**config.mk**
```make
export PLATFORM = sky130hd
export DESIGN_NAME = ps2_key_port
export DESIGN_NICKNAME = d
export VERILOG_FILES = /design/src/rtl/ps2_key_pkg.sv /design/src/rtl/ps2_key_port_sync_fifo.sv /design/src/rtl/ps2_key_port.sv
export SDC_FILE = /design/constraint.sdc
export NUM_CORES = 1
export LEC_CHECK = 0
export CAP_MARGIN = 20
export CORE_MARGIN = 8
export CORE_UTILIZATION = 61
export CTS_CLUSTER_DIAMETER = 80
export DETAILED_ROUTE_END_ITERATION = 8
export PLACE_DENSITY = 0.79
export SETUP_SLACK_MARGIN = 0.3
export SYNTH_ARGS = -nofsm -noshare
export SYNTH_HDL_FRONTEND = slang
export SYNTH_SLANG_ARGS = --single-unit
export TNS_END_PERCENT = 10
```
**constraint.sdc**
```tcl
create_clock -name clock -period 4.06 [get_ports clock]
set_input_delay 0.609 -clock clock [delete_from_list [all_inputs] [get_ports clock]]
set_output_delay 0.609 -clock clock [all_outputs]
set_load 0.02 [all_outputs]
```
**src/rtl/ps2_key_pkg.sv**
```systemverilog
// ps2_key_pkg
// Shared definitions for the PS/2 keyboard port: frame-state codes, the CPU
// address offsets, status-word bit positions, the break prefix byte and the
// width of a buffered scan-code entry.
// Build option: PS2_BREAK_DECODE_EN widens each entry to 9 bits so that a
// break flag can travel with its byte.
package ps2_key_pkg;

    // Frame receiver states
    localparam logic [1:0] ST_IDLE   = 2'd0;
    localparam logic [1:0] ST_DATA   = 2'd1;
    localparam logic [1:0] ST_PARITY = 2'd2;
    localparam logic [1:0] ST_STOP   = 2'd3;

    // CPU-visible word offsets
    localparam logic DATA_ADDR   = 1'b0;
    localparam logic STATUS_ADDR = 1'b1;

    // Status word layout
    localparam int STAT_NOT_EMPTY = 0;
    localparam int STAT_FULL      = 1;
    localparam int STAT_OVERFLOW  = 2;
    localparam int STAT_FRAME_ERR = 3;
    localparam int STAT_COUNT_LSB = 8;

    // Keyboard prefix announcing a key release
    localparam logic [7:0] BREAK_PREFIX = 8'hF0;

`ifdef PS2_BREAK_DECODE_EN
    localparam int ENTRY_W = 9;
`else
    localparam int ENTRY_W = 8;
`endif

    // PS/2 uses odd parity over the eight data bits plus the parity bit
    function automatic logic frame_parity_ok(input logic [7:0] data, input logic parity);
        return ^{data, parity};
    endfunction

endpackage

```
**src/rtl/ps2_key_port_sync_fifo.sv**
```systemverilog
// sync_fifo
// Single-clock FIFO with a show-ahead head: 'head' always shows the oldest
// entry while the FIFO is not empty.
// Ports: clock, reset (async, active-low), push/push_data, pop, head, count,
// full, empty. A pop on an empty FIFO is ignored; a push while full is
// ignored unless a pop in the same cycle frees the slot.
module sync_fifo #(
    parameter int WIDTH = 8,
    parameter int DEPTH = 16
) (
    input  logic                     clock,
    input  logic                     reset,
    input  logic                     push,
    input  logic [WIDTH-1:0]         push_data,
    input  logic                     pop,
    output logic [WIDTH-1:0]         head,
    output logic [$clog2(DEPTH):0]   count,
    output logic                     full,
    output logic                     empty
);
    localparam int AW = $clog2(DEPTH);

    logic [WIDTH-1:0] mem_q [DEPTH];
    logic [WIDTH-1:0] mem_d [DEPTH];
    logic [AW-1:0]    wr_ptr_q, wr_ptr_d;
    logic [AW-1:0]    rd_ptr_q, rd_ptr_d;
    logic [AW:0]      count_q, count_d;
    logic             do_push, do_pop;

    assign full  = (count_q == (AW+1)'(DEPTH));
    assign empty = (count_q == '0);
    assign count = count_q;
    assign head  = mem_q[rd_ptr_q];

    // Depth is a power of two, so the pointers wrap naturally.
    always_comb begin
        do_pop   = pop && !empty;
        do_push  = push && (!full || do_pop);
        mem_d    = mem_q;
        wr_ptr_d = wr_ptr_q;
        rd_ptr_d = rd_ptr_q;
        count_d  = count_q;
        if (do_push) begin
            mem_d[wr_ptr_q] = push_data;
            wr_ptr_d        = wr_ptr_q + AW'(1);
        end
        if (do_pop) begin
            rd_ptr_d = rd_ptr_q + AW'(1);
        end
        case ({do_push, do_pop})
            2'b10:   count_d = count_q + (AW+1)'(1);
            2'b01:   count_d = count_q - (AW+1)'(1);
            default: count_d = count_q;
        endcase
    end

    always_ff @(posedge clock or negedge reset) begin
        if (!reset) begin
            wr_ptr_q <= '0;
            rd_ptr_q <= '0;
            count_q  <= '0;
        end else begin
            wr_ptr_q <= wr_ptr_d;
            rd_ptr_q <= rd_ptr_d;
            count_q  <= count_d;
        end
    end

    // Storage needs no reset: the pointers and count decide what is valid.
    always_ff @(posedge clock) begin
        mem_q <= mem_d;
    end

endmodule

```
**src/rtl/ps2_key_port.sv**
```systemverilog
// ps2_key_port
// Memory-mapped PS/2 keyboard peripheral. Deserialises PS/2 frames, buffers
// scan codes in a FIFO and presents data/status words to CPU loads.
// Ports:
//   clock, reset (async, active-low)
//   ps2_clk, ps2_data  raw asynchronous PS/2 pins
//   read_en, read_addr CPU load strobe and word select (0 data, 1 status)
//   read_data          combinational view of the selected word
//   irq, reset_irq     level interrupt and its clear
// Build option: PS2_BREAK_DECODE_EN folds the 0xF0 prefix into bit 9 of the
// following data word instead of buffering it.
module ps2_key_port
    import ps2_key_pkg::*;
#(
    parameter int FIFO_DEPTH     = 16,
    parameter int FILTER_LEN     = 8,
    parameter int TIMEOUT_CYCLES = 50000
) (
    input  logic        clock,
    input  logic        reset,
    input  logic        ps2_clk,
    input  logic        ps2_data,
    input  logic        read_en,
    input  logic        read_addr,
    output logic [15:0] read_data,
    output logic        irq,
    input  logic        reset_irq
);
    localparam int CW = $clog2(FIFO_DEPTH) + 1;
    localparam int FW = $clog2(FILTER_LEN) + 1;
    localparam int TW = $clog2(TIMEOUT_CYCLES + 1);

    logic               clk_s1_q, clk_s1_d, clk_s2_q, clk_s2_d;
    logic               dat_s1_q, dat_s1_d, dat_s2_q, dat_s2_d;
    logic               filt_clk_q, filt_clk_d;
    logic [FW-1:0]      filt_cnt_q, filt_cnt_d;
    logic               strobe_q, strobe_d;
    logic [1:0]         state_q, state_d;
    logic [2:0]         bit_cnt_q, bit_cnt_d;
    logic [7:0]         shift_q, shift_d;
    logic               parity_q, parity_d;
    logic [TW-1:0]      tmo_q, tmo_d;
    logic               push_q, push_d;
    logic [ENTRY_W-1:0] push_data_q, push_data_d;
    logic               overflow_q, overflow_d;
    logic               frame_err_q, frame_err_d;
    logic               irq_q, irq_d;
`ifdef PS2_BREAK_DECODE_EN
    logic               brk_pending_q, brk_pending_d;
`endif

    logic               frame_ok, frame_bad;
    logic               data_rd, status_rd;
    logic [ENTRY_W-1:0] fifo_head;
    logic [CW-1:0]      fifo_count;
    logic               fifo_full, fifo_empty;
    logic [7:0]         count_byte;
    logic [15:0]        data_word, status_word;

    assign data_rd   = read_en && (read_addr == DATA_ADDR);
    assign status_rd = read_en && (read_addr == STATUS_ADDR);
    assign irq       = irq_q;

    // Pin synchronisers plus the glitch filter on ps2_clk. The filtered clock
    // only follows the pin after FILTER_LEN consecutive differing samples, and
    // its falling edge becomes a registered one-cycle strobe.
    always_comb begin
        clk_s1_d   = ps2_clk;
        clk_s2_d   = clk_s1_q;
        dat_s1_d   = ps2_data;
        dat_s2_d   = dat_s1_q;
        filt_clk_d = filt_clk_q;
        filt_cnt_d = '0;
        if (clk_s2_q != filt_clk_q) begin
            if (filt_cnt_q == FW'(FILTER_LEN - 1)) begin
                filt_clk_d = clk_s2_q;
            end else begin
                filt_cnt_d = filt_cnt_q + FW'(1);
            end
        end
        strobe_d = filt_clk_q && !filt_clk_d;
    end

    // Frame receiver. The inactivity counter only runs mid-frame; expiry
    // abandons the partial frame and counts as a frame error.
    always_comb begin
        state_d   = state_q;
        bit_cnt_d = bit_cnt_q;
        shift_d   = shift_q;
        parity_d  = parity_q;
        tmo_d     = '0;
        frame_ok  = 1'b0;
        frame_bad = 1'b0;
        case (state_q)
            ST_IDLE: begin
                if (strobe_q && !dat_s2_q) begin
                    state_d   = ST_DATA;
                    bit_cnt_d = '0;
                end
            end
            ST_DATA: begin
                if (strobe_q) begin
                    shift_d   = {dat_s2_q, shift_q[7:1]};
                    bit_cnt_d = bit_cnt_q + 3'd1;
                    if (bit_cnt_q == 3'd7) begin
                        state_d = ST_PARITY;
                    end
                end
            end
            ST_PARITY: begin
                if (strobe_q) begin
                    parity_d = dat_s2_q;
                    state_d  = ST_STOP;
                end
            end
            ST_STOP: begin
                if (strobe_q) begin
                    if (dat_s2_q && frame_parity_ok(shift_q, parity_q)) begin
                        frame_ok = 1'b1;
                    end else begin
                        frame_bad = 1'b1;
                    end
                    state_d = ST_IDLE;
                end
            end
            default: state_d = ST_IDLE;
        endcase
        if (state_q != ST_IDLE && !strobe_q) begin
            if (tmo_q == TW'(TIMEOUT_CYCLES)) begin
                state_d   = ST_IDLE;
                frame_bad = 1'b1;
            end else begin
                tmo_d = tmo_q + TW'(1);
            end
        end
    end

    // Accepted bytes are registered and pushed one cycle later. With break
    // decoding, the 0xF0 prefix is absorbed into a pending flag that tags the
    // next byte; any frame error forgets a pending prefix.
    always_comb begin
        push_d      = 1'b0;
        push_data_d = push_data_q;
`ifdef PS2_BREAK_DECODE_EN
        brk_pending_d = brk_pending_q;
        if (frame_ok) begin
            if (shift_q == BREAK_PREFIX) begin
                brk_pending_d = 1'b1;
            end else begin
                push_d        = 1'b1;
                push_data_d   = {brk_pending_q, shift_q};
                brk_pending_d = 1'b0;
            end
        end
        if (frame_bad) begin
            brk_pending_d = 1'b0;
        end
`else
        if (frame_ok) begin
            push_d      = 1'b1;
            push_data_d = shift_q;
        end
`endif
    end

    // Sticky flags: a status read clears them, but an error in the same
    // cycle keeps them set. A full FIFO being popped is never an overflow.
    always_comb begin
        overflow_d  = (push_q && fifo_full && !data_rd) || (overflow_q && !status_rd);
        frame_err_d = frame_bad || (frame_err_q && !status_rd);
        if (push_q) begin
            irq_d = 1'b1;
        end else if (reset_irq) begin
            irq_d = 1'b0;
        end else begin
            irq_d = irq_q;
        end
    end

    // CPU-visible words
    always_comb begin
        count_byte            = '0;
        count_byte[CW-1:0]    = fifo_count;
        status_word           = '0;
        status_word[15:STAT_COUNT_LSB] = count_byte;
        status_word[STAT_FRAME_ERR]    = frame_err_q;
        status_word[STAT_OVERFLOW]     = overflow_q;
        status_word[STAT_FULL]         = fifo_full;
        status_word[STAT_NOT_EMPTY]    = !fifo_empty;
`ifdef PS2_BREAK_DECODE_EN
        data_word = fifo_empty ? 16'h0000 : {6'b0, fifo_head[8], 1'b1, fifo_head[7:0]};
`else
        data_word = fifo_empty ? 16'h0000 : {7'b0, 1'b1, fifo_head};
`endif
        read_data = (read_addr == STATUS_ADDR) ? status_word : data_word;
    end

    always_ff @(posedge clock or negedge reset) begin
        if (!reset) begin
            clk_s1_q    <= 1'b1;
            clk_s2_q    <= 1'b1;
            dat_s1_q    <= 1'b1;
            dat_s2_q    <= 1'b1;
            filt_clk_q  <= 1'b1;
            filt_cnt_q  <= '0;
            strobe_q    <= 1'b0;
            state_q     <= ST_IDLE;
            bit_cnt_q   <= '0;
            shift_q     <= '0;
            parity_q    <= 1'b0;
            tmo_q       <= '0;
            push_q      <= 1'b0;
            push_data_q <= '0;
            overflow_q  <= 1'b0;
            frame_err_q <= 1'b0;
            irq_q       <= 1'b0;
`ifdef PS2_BREAK_DECODE_EN
            brk_pending_q <= 1'b0;
`endif
        end else begin
            clk_s1_q    <= clk_s1_d;
            clk_s2_q    <= clk_s2_d;
            dat_s1_q    <= dat_s1_d;
            dat_s2_q    <= dat_s2_d;
            filt_clk_q  <= filt_clk_d;
            filt_cnt_q  <= filt_cnt_d;
            strobe_q    <= strobe_d;
            state_q     <= state_d;
            bit_cnt_q   <= bit_cnt_d;
            shift_q     <= shift_d;
            parity_q    <= parity_d;
            tmo_q       <= tmo_d;
            push_q      <= push_d;
            push_data_q <= push_data_d;
            overflow_q  <= overflow_d;
            frame_err_q <= frame_err_d;
            irq_q       <= irq_d;
`ifdef PS2_BREAK_DECODE_EN
            brk_pending_q <= brk_pending_d;
`endif
        end
    end

    sync_fifo #(
        .WIDTH (ENTRY_W),
        .DEPTH (FIFO_DEPTH)
    ) u_fifo (
        .clock     (clock),
        .reset     (reset),
        .push      (push_q),
        .push_data (push_data_q),
        .pop       (data_rd),
        .head      (fifo_head),
        .count     (fifo_count),
        .full      (fifo_full),
        .empty     (fifo_empty)
    );

endmodule

```
# Yosys cells after proc, flatten, opt, wreduce, memory -nomap -nowiden
# Cells that the tools add are included.
[totals] ff_bits=193 inputBits=7 output_inout_bits=17 elab_cells=131
[op_classes] add_sub_neg=7 n_lt_le_gt_ge=3 eq_ne=12 n_mux=37 n_bitwise=3 n_reduce_logical=33
[ops] op="bitwise mux 128 bit" count=1
[ops] op="binary-select mux 8 bit (select 4 bit)" count=1
[ops] op="demux 8 bit (select 4 bit)" count=1
[ops] op="two-way mux 16 bit" count=2
[ops] op="two-way mux 8 bit" count=3
[ops] op="adder 16 x 1 -> 16 bit (second input constant)" count=1
[ops] op="== test 16 bit (second input constant)" count=1
[ops] op="two-way mux 2 bit" count=7
[ops] op="logical AND 1 bit" count=13
[ops] op="two-way mux 1 bit" count=13
[ops] op="two-way mux 13 bit" count=1
[ops] op="adder 4 x 1 -> 4 bit (second input constant)" count=3
[ops] op="greater-or-equal comparator 5 bit (second input constant)" count=2
[ops] op="inverter 4 -> 5 bit" count=2
[ops] op="one-hot mux 5 bit (2 select lines)" count=1
[ops] op="two-way mux 9 bit" count=1
[ops] op="parity 9 bit" count=1
[ops] op="two-way mux 4 bit" count=2
[ops] op="one-hot mux 2 bit (4 select lines)" count=1
[ops] op="nonzero test 2 bit" count=4
[ops] op="logical NOT 1 bit" count=7
[ops] op="== test 2 bit (second input constant)" count=3
[ops] op="two-way mux 3 bit" count=2
[ops] op="one-hot mux 3 bit (2 select lines)" count=1
[ops] op="other kinds (16)" count=21

# Logic depth before layout (Yosys ltp)
# Gate-level depths: netlist of run 1.
[depth] word_depth=8 depth_mapped=13

# By module
# Synthesis of run 1 repeated with hierarchy kept, for this count alone.
[unflattened] cells_unflattened=552 area_unflattened_um2=8162.8
[by_module_without_submodules] module="sync_fifo" instances=1 cells_per_inst=320 area_per_inst_um2=5714.2
[by_module_without_submodules] module="ps2_key_port" instances=1 cells_per_inst=232 area_per_inst_um2=2448.6

# Worst setup path before layout of run 1
# Ideal clock, no wire load.
[synth_path] path_type="input to register" startpoint="in read_addr" endpoint="reg u_fifo.count_q[4], in the netlist u_fifo.count[4]" setup_time_ns=0.125 arrival_time_ns=2.973 path_slack_ns=0.962 path_stages=11 path_cell_list="nand2b_1 > a31oi_1 > inv_1 > ha_1 > clkbuf_1 > xor2_1 > ha_1 > o21a_1 > o221a_2 > o22a_1 > a2111oi_0"
[synth_between] elab_chain_cells=7 word_cells_on_any_way=9 cone_classes="eq/ne (2); mux (1); bitwise (1); reduce/logical (5)"
[synth_rtl] item="from (decl)" line="ps2_key_port.sv:24" source="input logic read_addr,"
[synth_rtl] item="inverter 1 bit *" line="ps2_key_port.sv:60" source="assign data_rd = read_en && (read_addr == DATA_ADDR);"
[synth_rtl] item="logical AND 1 bit *" line="ps2_key_port.sv:60"
[synth_rtl] item="logical AND 1 bit *" line="ps2_key_port_sync_fifo.sv:37" source="do_pop = pop && !empty;"
[synth_rtl] item="logical OR 1 bit" line="ps2_key_port_sync_fifo.sv:38" source="do_push = push && (!full || do_pop);"
[synth_rtl] item="logical AND 1 bit" line="ps2_key_port_sync_fifo.sv:38"
[synth_rtl] item="== test 2 x 1 -> 1 bit or == test 2 bit (tied branches)" line="ps2_key_port_sync_fifo.sv:50" source="case ({do_push, do_pop})"
[synth_rtl] item="one-hot mux 5 bit (2 select lines) or nonzero test 2 bit (tied branches)"
[synth_rtl] item="to (signal assigned)" line="ps2_key_port_sync_fifo.sv:65" source="count_q <= count_d;"
[synth_rtl] item="to (decl)" line="ps2_key_port_sync_fifo.sv:27" source="logic [AW:0] count_q, count_d;"
# Mark *: on every way between the ends. The rest lies on a longest branch, timed or not.
# A chain may end at the register's enable or synchronous reset.

# Worst setup path in the final report of run 1
[layout_path] startpoint="reg u_fifo.rd_ptr_q[0]" endpoint="out read_data[7]"
[layout_between] elab_chain_cells=6
[layout_rtl] item="from (decl)" line="ps2_key_port_sync_fifo.sv:26" source="logic [AW-1:0] rd_ptr_q, rd_ptr_d;"
[layout_rtl] item="from (signal assigned)" line="ps2_key_port_sync_fifo.sv:64" source="rd_ptr_q <= rd_ptr_d;"
[layout_rtl] item="inverter 4 -> 5 bit (implied by the code)" line="ps2_key_port_sync_fifo.sv:33" source="assign head = mem_q[rd_ptr_q];"
[layout_rtl] item="binary-select mux 8 bit (select 4 bit)" line="ps2_key_port_sync_fifo.sv:33"
[layout_rtl] item="two-way mux 8 bit (implied by the code) (2 in series)" line="ps2_key_port_sync_fifo.sv:33"
[layout_rtl] item="two-way mux 9 bit" line="ps2_key_port.sv:193" source="data_word = fifo_empty ? 16'h0000 : {7'b0, 1'b1, fifo_head};"
[layout_rtl] item="two-way mux 13 bit" line="ps2_key_port.sv:195" source="read_data = (read_addr == STATUS_ADDR) ? status_word : data_word;"
[layout_rtl] item="to (decl)" line="ps2_key_port.sv:25" source="output logic [15:0] read_data,"
# Every way passes these cells. The select of a mux whose other input is x is not followed.

==> results of run 1 <==
[metal layers]
| metal | track usage | wire length (um) | up-vias | share of wire |
|---|---|---|---|---|
| met5 | 0 | 0 | - | 0 |
| met4 | 0.0798 | 345 | 0 | 0.021 |
| met3 | 0.0442 | 806 | 29 | 0.050 |
| met2 | 0.348 | 8760 | 136 | 0.54 |
| met1 | 0.229 | 6320 | 2336 | 0.39 |
| li1 | - | - | 2076 | - |
[area by class of cell]
type                    instances  share of cell area
clock buffers                  18              0.0487
clock inverters                14              0.0172
inverters                      12             0.00487
multi-input cells             312               0.278
flip-flops and latches        193               0.592
well taps                     176              0.0238
repair buffers                 34              0.0352
[Yosys cell counts, types with 2 or more instances]
library cell,count
nor3_1,9
o21ai_0,10
buf_4,4
nand4_1,6
edfxtp_1,128
and4_1,3
xor2_1,11
and3_1,4
inv_1,12
a21boi_0,2
mux2_2,12
a22o_1,4
nand2_1,47
nand3b_1,3
nor4_1,3
and2_1,6
clkbuf_1,16
dfrtp_1,60
buf_1,4
a21oi_1,8
o31ai_1,2
nand2b_1,5
xnor2_1,16
nand3_1,19
ha_1,14
nor2b_1,9
dfstp_2,5
a22oi_1,3
nor4b_1,2
mux4_2,31
and3b_1,2
buf_2,4
mux2i_1,7
a211oi_1,8
nor2_1,39
nor3b_1,4
[final timing paths]
| kind | start | to | slack, ns | depth (start not counted) |
|---|---|---|---|---|
| max in group asynchronous | reset | filt_clk_q | 2.84 | 2 |
| max | u_fifo.rd_ptr_q[0] | read_data[7] | 0.44 | 6 |
| min reg2reg | dat_s1_q | dat_s2_q | 0.36 | 0 |
| min in group clock | dat_s1_q | dat_s2_q | 0.36 | 0 |
| min | reset | state_q[0] | 0.31 | 1 |
| max reg2reg | u_fifo.count[1] | u_fifo.count[4] | 0.73 | 12 |
[cell usage in the layout, fill, tap and decap left out, types with 3 or more instances in the layout]
master / netlist / routed
inv_6: 0 / 5
and4_1: 3 / 3
nand3_1: 19 / 19
ha_1: 14 / 14
a21oi_1: 8 / 8
nor2b_1: 9 / 9
clkbuf_16: 0 / 18
xnor2_1: 16 / 16
nand4_1: 6 / 6
dfstp_2: 5 / 5
nor3b_1: 4 / 4
mux4_2: 31 / 31
mux2_2: 12 / 12
dfrtp_1: 60 / 59
nor2_1: 39 / 39
nand2b_1: 5 / 5
a22o_1: 4 / 4
nor4_1: 3 / 3
o21ai_0: 10 / 10
conb_1: 1 / 3
a211oi_1: 8 / 7
buf_4: 4 / 12
clkinv_2: 0 / 3
mux2i_1: 7 / 7
xor2_1: 11 / 11
nand3b_1: 3 / 3
and3_1: 4 / 4
and2_1: 6 / 6
inv_1: 12 / 12
inv_8: 0 / 3
a22oi_1: 3 / 3
nor3_1: 9 / 9
edfxtp_1: 128 / 128
nand2_1: 47 / 47
clkdlybuf4s50_1: 0 / 19
[power by group]
group | leakage (nW) | internal, mW | switching (mW)
Clock | 0.307 | 0.964 | 0.749
Combinational | 1.08 | 0.373 | 0.364
Sequential | 2.36 | 2.14 | 0.190
[what timing repair did]
item | in CTS | in global routing
endpoints found under the hold margin | 0 | 0
endpoints found under the setup margin | 0 | 1
gates resized for setup | 0 | 1
[sequential cells by signal (all words and copies together) (netlist names), 2 cells and up]
signal,flops
filt_cnt_q,4
u_fifo.mem_q,128
tmo_q,16
state_q,2
u_fifo.count,5
u_fifo.wr_ptr_q,4
bit_cnt_q,3
shift_q,8
push_data_q,8
u_fifo.rd_ptr_q,4
[kinds of logic after synthesis]
group / after synthesis / synth area share
buffers and inverters: 40 / 0.0207
DFF: 193 / 0.667
xor gates and xnor gates: 29 / 0.0348
other: 1 / 0.000457
muxes: 51 / 0.113
adders and majority gates: 14 / 0.0213
AOI/OAI and AO/OA: 48 / 0.0407
and+or+nand+nor: 167 / 0.102
[stage by stage]
stage / cell area (sq um) / util / hold slack (ns) / total power, mW
2_1_floorplan: 8220 / - / 0.313 / 2.86
3_3_place_gp: 8640 / 0.655 / 0.346 / 3.08
3_5_place_dp: 8640 / 0.655 / 0.347 / 3.11
4_1_cts: 9250 / 0.701 / 0.326 / 4.81
5_1_grt: 9250 / 0.701 / 0.366 / 4.95
6_report: 9250 / 0.701 / 0.308 / 4.78
==> flow_metrics.tcl, run 1 <==
set metrics [dict create \
    antenna_cells 0 \
    final_antenna_net_count 0 \
    ff_latch_area_sq_um 5480 \
    path_common_cell "a211oi_1" \
    hold_violations 0 \
    grt_pass1_wl_um 26200 \
    drv_cap 0 \
    dieHeight_um 132 \
    portBuffers 20 \
    fin_nets 591 \
    power_density_nw_per_um2 517 \
    p_leak_nw 3.75 \
    ys_seq_area_frac 0.667 \
    fillers 849 \
    yosysWarningCount 0 \
    final_min_period_over_clock_period 0.891 \
    wl_per_cell_um 21.4 \
    placed_cells 727 \
    worst_slack_ns 0.441 \
    core-area_sq_um 13200 \
    critPathKind "register to output port" \
    tritoncts "done" \
    final.min_clock_period_ns 3.62 \
    cts_setup_buffers 0 \
    critPathTopFamily "buffers and inverters" \
    die_area_sq_um 17400 \
    async_reset_ff_frac 0.337 \
    io_pins 24 \
    syn2layout_area_growth_pct 12.7 \
    synth.distinct_cells 57 \
    slowest_delay_ns 0.60 \
    max_slew_margin 0.303 \
    crit_path_start_kind "register" \
    synth_cells 543 \
    clock_path_buffers 2 \
    syn_avg_cell_area_sq_um 15.1 \
    setup_viol 0 \
    fmax_ghz 0.276 \
    clkSinkCount 193 \
    hold_path.class "input port to asynchronous set/reset pin" \
    cp_max_fo 30 \
    cp_cell_sequence "buf_12, mux4_2, nor2b_1, a211oi_1, a211oi_1, clkdlybuf4s50_1" \
    finalNonFillerCells 759 \
    multiInputGateArea_sq_um 2570 \
    cp-end-kind "output port" \
    ys_top_cells_by_area "edfxtp_1 47%, dfrtp_1 18%, mux4_2 8.5%" \
    pre_cts_slack_ns 0.316 \
    track_usage 0.197 \
    viasPerCell 6.03 \
    dp_hpwl_um 10400 \
    antenna_found_initial 0 \
    cts.reportedPaths.clkPinSlew_ns 0.07 \
    status "completed" \
    num_vias 4577 \
    crit_arrival_ns 3.01 \
    peakVddDrop_uv 390 \
    netlist_area_sq_um 8210 \
    drive_above_1_share 0.178 \
    yosysTopAreaCellShare 0.468 \
    gp_congestion 0.782 \
    ys_seq_elements 193 \
    drc 0 \
    setup_tns_ns 0 \
    final_max_slew_viol_count 0 \
    yosys.area.top_type "edfxtp_1" \
    numCtsBuffers 17 \
    slowest_stage "clkdlybuf4s50_1" \
    cts_max_level 4 \
    tightestPinTransition_ns 1.05 \
    rows 42 \
    clock-root-buffer "clkbuf_16" \
    synth-edff-count 128 \
    die_w_um 132 \
    insertion_delay_ns 0.43 \
    drt_first_pass_iters 5 \
    rsz0062_at_grt "no" \
    totalWireLength_um 16200 \
    crit_buf_inv 2 \
    drt_iter0_drc 381 \
    synthFlopType "edfxtp_1" \
    grt.overflow.total 0 \
    start_util 0.622 \
    grt_max_degree 42 \
    grt_pass1_vias 4754 \
    cts_hold_buf 0 \
    fin_skew_ns 0.00942 \
    worstPathRequired_ns 3.45 \
]
Note: power is estimated with default switching activity, not from simulation.
==> run 2: changes to the inputs <==
- HOLD_SLACK_MARGIN: not set -> 0.12
==> results of run 2 <==
Final layout, timing and power as in run 1 (identical DEF).
